File: src/rtl/core_run_monitor.sv
// +----------------------------------------------------------------------------+
// | core_run_monitor: tracks a core run from start to halt/timeout, counting    |
// | cycles and writebacks into a rotating-XOR signature. Optional PC history    |
// | buffer enabled by RUN_MON_PC_HISTORY_EN.                                    |
// | Revision: 1.0                                                               |
// +----------------------------------------------------------------------------+
`default_nettype none

module core_run_monitor #(
    parameter int              XLEN         = 32,
    parameter int              CNT_W        = 32,
    parameter int              MAX_CYCLES   = 100000,
    parameter int              STALL_CYCLES = 4,
    parameter logic [XLEN-1:0] EXPECTED_SIG = 32'h0,
    parameter int              HIST_DEPTH   = 8
) (
    input  logic                          clk,
    input  logic                          rst,
    input  logic                          start,
    input  logic [XLEN-1:0]               pc_in,
    input  logic [XLEN-1:0]               result_in,
    input  logic                          wb_valid,
    output logic [1:0]                    state,
    output logic                          done,
    output logic                          pass,
    output logic                          timeout,
    output logic [CNT_W-1:0]              cycle_count,
    output logic [CNT_W-1:0]              instr_count,
    output logic [XLEN-1:0]               signature
`ifdef RUN_MON_PC_HISTORY_EN
    ,
    input  logic [$clog2(HIST_DEPTH)-1:0] hist_idx,
    output logic [XLEN-1:0]               hist_pc
`endif
);

    typedef enum logic [1:0] {
        ST_IDLE    = 2'd0,
        ST_RUN     = 2'd1,
        ST_HALTED  = 2'd2,
        ST_TIMEOUT = 2'd3
    } state_t;

    localparam int               STALL_W    = (STALL_CYCLES > 1) ? $clog2(STALL_CYCLES + 1) : 1;
    localparam logic [STALL_W-1:0] STALL_LAST = STALL_W'(STALL_CYCLES - 1);
    localparam logic [CNT_W-1:0] CYC_LAST   = CNT_W'(MAX_CYCLES - 1);

    state_t             state_q,   state_d;
    logic [CNT_W-1:0]   cycle_q,   cycle_d;
    logic [CNT_W-1:0]   instr_q,   instr_d;
    logic [XLEN-1:0]    sig_q,     sig_d;
    logic [STALL_W-1:0] stall_q,   stall_d;
    logic [XLEN-1:0]    prev_pc_q, prev_pc_d;
    logic               w_pc_same;
    logic               w_start_acc;

    assign w_pc_same   = (pc_in == prev_pc_q);
    assign w_start_acc = start && (state_q != ST_RUN);

    always_ff @(posedge clk or posedge rst) begin
        if (rst) begin
            state_q   <= ST_IDLE;
            cycle_q   <= '0;
            instr_q   <= '0;
            sig_q     <= '0;
            stall_q   <= '0;
            prev_pc_q <= '0;
        end else begin
            state_q   <= state_d;
            cycle_q   <= cycle_d;
            instr_q   <= instr_d;
            sig_q     <= sig_d;
            stall_q   <= stall_d;
            prev_pc_q <= prev_pc_d;
        end
    end

    always_comb begin
        state_d   = state_q;
        cycle_d   = cycle_q;
        instr_d   = instr_q;
        sig_d     = sig_q;
        stall_d   = stall_q;
        prev_pc_d = prev_pc_q;
        case (state_q)
            ST_RUN: begin
                cycle_d = cycle_q + 1'b1;
                if (wb_valid) begin
                    instr_d = instr_q + 1'b1;
                    sig_d   = {sig_q[XLEN-2:0], sig_q[XLEN-1]} ^ result_in;
                end
                if (w_pc_same) begin
                    if (stall_q != STALL_LAST) begin
                        stall_d = stall_q + 1'b1;
                    end
                end else begin
                    stall_d = '0;
                end
                prev_pc_d = pc_in;
                // Halt has priority over a timeout landing on the same edge.
                if (w_pc_same && (stall_q == STALL_LAST)) begin
                    state_d = ST_HALTED;
                end else if (cycle_q == CYC_LAST) begin
                    state_d = ST_TIMEOUT;
                end
            end
            default: begin
                if (start) begin
                    state_d   = ST_RUN;
                    cycle_d   = '0;
                    instr_d   = '0;
                    sig_d     = '0;
                    stall_d   = '0;
                    prev_pc_d = pc_in;
                end
            end
        endcase
    end

    assign state       = state_q;
    assign done        = (state_q == ST_HALTED) || (state_q == ST_TIMEOUT);
    assign pass        = (state_q == ST_HALTED) && (sig_q == EXPECTED_SIG);
    assign timeout     = (state_q == ST_TIMEOUT);
    assign cycle_count = cycle_q;
    assign instr_count = instr_q;
    assign signature   = sig_q;

`ifdef RUN_MON_PC_HISTORY_EN
    localparam int HIST_W = (HIST_DEPTH > 1) ? $clog2(HIST_DEPTH) : 1;

    logic [XLEN-1:0]   hist_q [HIST_DEPTH];
    logic [HIST_W-1:0] wr_ptr_q;
    logic [HIST_W-1:0] w_rd_idx;

    always_ff @(posedge clk or posedge rst) begin
        if (rst) begin
            wr_ptr_q <= '0;
            for (int i = 0; i < HIST_DEPTH; i++) begin
                hist_q[i] <= '0;
            end
        end else if (w_start_acc) begin
            wr_ptr_q <= '0;
            for (int i = 0; i < HIST_DEPTH; i++) begin
                hist_q[i] <= '0;
            end
        end else if ((state_q == ST_RUN) && !w_pc_same) begin
            hist_q[wr_ptr_q] <= pc_in;
            wr_ptr_q         <= wr_ptr_q + 1'b1;
        end
    end

    // Index 0 is the most recent write, one behind the write pointer.
    assign w_rd_idx = wr_ptr_q - HIST_W'(1) - hist_idx;
    assign hist_pc  = hist_q[w_rd_idx];
`endif

endmodule

`default_nettype wire

File: config.mk
export PLATFORM = sky130hd
export DESIGN_NAME = core_run_monitor
export DESIGN_NICKNAME = d
export VERILOG_FILES = /design/src/rtl/core_run_monitor.sv
export SDC_FILE = /design/constraint.sdc
export NUM_CORES = 1
export LEC_CHECK = 0
export CORE_MARGIN = 4
export CORE_UTILIZATION = 49
export DETAILED_ROUTE_END_ITERATION = 10
export GPL_TIMING_DRIVEN = 0
export PLACE_DENSITY = 0.8
export REMOVE_ABC_BUFFERS = 1
export SLEW_MARGIN = 30
export SYNTH_ARGS = -nofsm -noshare
export SYNTH_HDL_FRONTEND = slang
export SYNTH_SLANG_ARGS = --single-unit
File: constraint.sdc
create_clock -name clk -period 5 [get_ports clk]
set_input_delay 0.75 -clock clk [delete_from_list [all_inputs] [get_ports clk]]
set_output_delay 0.75 -clock clk [all_outputs]
set_load 0.005 [all_outputs]
-- Yosys cells after proc, flatten, opt, wreduce, memory -nomap -nowiden
Cells that the tools add are included.
- word-level logic and storage cells: 44
- output and inout bits: 101
- bits in registers: 133
- input port bits: 68
- bitwise operators: 1
- add/sub/neg operators: 3
- reductions and logical operators: 8
- equality and inequality tests: 10
- multiplexer cells: 16
- operator list (kind ; number):
    $mux 32 ; 8
    $add 32x1->32 const B ; 2
    $eq 32x17->1 const B ; 1
    $eq 32x32->1 ; 1
    $logic_not 32->1 ; 1
    $xor 32x32->32 ; 1
    $mux 3 ; 4
    $mux 2 ; 4
    $ne 3x3->1 const B ; 2
    $reduce_and 2->1 ; 3
    $eq 2x2->1 const B ; 2
    $add 3x1->3 const B ; 1
    $eq 3x2->1 const B ; 1
    $ne 3x2->1 const B ; 1
    $eq 2x1->1 const B ; 1
    $logic_and 1x1->1 ; 2
    $ne 2x2->1 const B ; 1
    $reduce_bool 2->1 ; 1
    $logic_or 1x1->1 ; 1

-- Longest topological paths before layout
- depth after elaboration: 4
- depth in mapped cells: 7
- gate-level depth less buffers: 6

-- Worst setup path after synthesis
Ideal clock, no wire load.
- path type: input -> register
- from: in pc_in[27]
- to: reg stall_q[0]
- data arrival time: 1.877 ns
- cell stages on the path: 5
- library setup time: 0.065 ns
- buffers on the path: 0
- slack: 3.057 ns
- path through: xor2_1 -> nor4_1 -> nand3_1 -> nor4_1 -> o22a_1
- cells in the longest elaborated chain, start to end: 3
- elaborated cells on any way between the ends: 5
- classes of those cells: eq/ne: 2; mux: 2; reduce/logical: 1
- RTL lines (element ; line ; source):
    start: declaration ; 20 ; input logic [XLEN-1:0] pc_in,
    $eq 32x32->1 * ; 57 ; assign w_pc_same = (pc_in == prev_pc_q);
    $ne 3x3->1 (no source line) / $mux 3 (equally long branches) ; -- ;
    $reduce_and 2->1 (no source line) / $mux 3 (equally long branches) ; -- ;
    end signal: assignment ; 73 ; stall_q <= stall_d;
    end: declaration ; 52 ; logic [STALL_W-1:0] stall_q, stall_d;
Every way passes the cells marked *; elsewhere a longest branch is shown, timed or not.
A chain may end at the register's enable or synchronous reset.

-- Worst setup path in the final report
- from: reg state_q[0], in the netlist state[0]
- to: out pass
- cells in the longest elaborated chain, start to end: 2
- RTL lines (element ; line ; source):
    start: declaration ; 48 ; state_t state_q, state_d;
    start signal: assignment ; 69 ; state_q <= state_d;
    $eq 2x2->1 ; 122 ; assign pass = (state_q == ST_HALTED) && (sig_q == EXPECTED_SIG);
    $logic_and 1x1->1 ; 122 ;
    end: declaration ; 25 ; output logic pass,
No other way between the ends.

==> impl_results.md <==
- Post-layout worst setup margin: 1.86 ns
- Top-count cell post-synth: dfrtp_1
- Worst R2R Path Depth: 5
- Maxcap violations: 0
- Post-CTS setup buffers: 0
- Hold path start: instr_count[31]
- Period utilisation layout: 0.628
- CP Class: flop to output port
- Worst Setup Start Kind: flop
- Yosys warnings: 0
- Area Growth Syn to Fin: 36.8%
- Cts hold-fix bufs: 0
- Die width: 123 um
- Effective utilization at floorplan: 0.508
- Vias/cell: 5.63
- Cts bufs inserted: 17
- Cells taking the most area after synthesis: dfrtp_1 (51%), xor2_1 (5.7%), mux2_2 (5.6%)
- Post-CTS resize count: 0
- CP arrival: 2.39 ns
- DR DRC count: 0
- Antenna cells: 0
- WHS Endpoint: instr_count[31]
- Final hold slack: 0.498 ns
- # fillers: 951
- Clock Skews: 0.00435 ns
- CP peak stage delay: 0.55 ns
- Rel. slew slack: 0.405
- DR vias: 5411
- Total GRT Usage: 0.215
- Worst-Skew Late Latency: 0.42 ns
- Max clock buf depth: 2
- Yosys cell types: 48
- Reg-to-Reg End: instr_count[2]
- Core Box Area: 12800 sq um
- Yosys top cell area share: 0.513
- Setup TNS: 0 ns
- Row cnt: 41
- RSZ-0062 raised after global routing: no
- FFs w/ async S/R, synth: 1.00
- Tmin final: 3.14 ns
- Sequential area share after synthesis: 0.513
- Worst-path cell chain: nor4_1 > and4_1 > nand4_1 > nor4_1 > clkdlybuf4s50_1
- Die area: 15100 sq um
- Post-Route WL: 15900 um
- 1st-iter DRT viols: 369
- Final Instance Area: 8870 sq um
- Vias in the first global route: 5335
- Global placer's final weighted congestion: 0.804
- Port Buf Inserts: 168
- Pleak: 3.60 nW
- Fin nets: 849
- # IOs: 169
- Placed standard-cell area: 8340 sq um
- H-tree levels: 4
- DR WL/cell: 16.6 um
- Most frequent CP cell: nor4_1
- Post-Syn Area: 6490 sq um
- Initial antenna violation count: 0
- Area leader, netlist: dfrtp_1
- FMAX: 318 MHz
- Register bit total from synthesis: 133
- Syn_area_per_cell: 10.6 sq um
- DP Worst Slack: 2.21 ns
- Fin util: 0.695
- RR Startpoint: state[1]
- Drt first pass iters: 4
- GRT Residual Overflow: 0
- Pwr/cell area: 358 nW/um^2
- Pin count of the biggest net entering global routing: 77
- TritonCTS clock tree: yes
- Chip Height: 123 um
- CP Max Fanout: 8
- First-pass GRT wire length: 26000 um
- Final setup fails: 0
- Outcome: completed
- Worst VDD drop: 205 uV
- Hold Crit Depth: 1
- CP Data Required Time: 4.25 ns
- Most frequent cells after synthesis: dfrtp_1 (133), nand2_1 (73), o21ai_0 (60)
- Worst Setup End Kind: output port
- Reg2reg setup slack: 2.73 ns
- Post-synth EDFFs: 0
- HPWL Detailed: 11400 um
- Routed Antenna Nets: 0
- Critical-path top delay cell: clkdlybuf4s50_1
- Final hold vios: 0
- Prevailing post-synth register cell: dfrtp_1
- Worst-margin pin slew: 0.890 ns
- Share of cells above drive strength 1: 0.0976
- Cells after Synth: 610
- Clock Sink Count: 133
- Final-report max-slew violation count: 0
- Clock tree root buffer cell: clkbuf_16
- Clock Pin Slew Worst Setup and Hold Paths: 0.05 ns
- Hold Crit Class: flop to flop
[how the worst max path moves through the flow]
stage	slack, ns	endpoint	cells past startpoint	from
6_report	1.86	pass	5	state[0]
4_1_cts	1.80	pass	5	state[1]
3_3_place_gp	-1.09	instr_count[31]	2	rst
3_5_place_dp	2.21	instr_count[2]	6	start
5_1_grt	1.67	pass	5	state[1]
2_1_floorplan	0.70	cycle_count[0]	1	rst
[per-stage QoR]
| step | total power, W | cells |
|---|---|---|
| finish | 0.00317 | 961 |
| CTS | 0.00320 | 961 |
| global route | 0.00333 | 961 |
| detailed placement | 0.00207 | 930 |
| floorplan | 0.00164 | 588 |
| global placement | 0.00203 | 928 |
[cells by family (layout without fill, tap and decap cells)]
family	after synthesis	in the layout	share of synthesized area
XOR/XNOR	75	75	0.101
buffers and inverters	29	208	0.0220
AO/OA/AOI/OAI	105	105	0.0999
multiplexers	42	42	0.0710
adder cells (fa/ha/maj)	4	4	0.00772
flip-flops	133	133	0.513
AND/OR/NAND/NOR	222	222	0.185
[area by class of cell]
type | count | area [sq um] | share of cell area
clock inverters | 4 | 20.0 | 0.00226
multi-input cells | 448 | 3040 | 0.342
well taps | 172 | 215 | 0.0243
clock buffers | 27 | 513 | 0.0578
inverters | 7 | 33.8 | 0.00381
flip-flops and latches | 133 | 3330 | 0.375
repair buffers | 170 | 1720 | 0.194
[worst max-delay path: cells and delay by family (launching register included)]
family        cells  cell delay, ns
buf+inv           1            0.55
simple gates      4            0.93
flops             1            0.49
[flip-flops by register name, summed over array words and instances, names as in the netlist]
name and flops:
cycle_count 32, instr_count 32, prev_pc_q 32, signature 32, stall_q 3, state 2
[report_power, final]
group / internal, W / leakage, nW / switching, W
clock network: 0.000693 / 0.267 / 0.000429
registers: 0.00122 / 1.66 / 0.000201
logic: 0.000396 / 1.68 / 0.000238
[cell usage in the layout (no fill, tap or decap), types with 6 or more instances in the layout]
cell type,count
clkdlybuf4s50_1,168
nor4_1,22
dfrtp_1,133
inv_1,6
mux2i_1,10
o31ai_1,17
mux2_2,32
clkbuf_16,17
xor2_1,42
nand2_1,71
nand4_1,21
and4_1,6
xnor2_1,33
nor2_1,18
o211ai_1,17
o21ai_0,60
nand3_1,39
and3_1,14
[metal layers]
metal	vias to the layer above	share of wire	track usage
met3	23	0.061	0.0608
met1	2671	0.43	0.275
met5	-	0	0
li1	2553	-	-
met2	164	0.50	0.354
met4	0	0.013	0.0720
No activity file was read; power rests on OpenSTA's default activity.
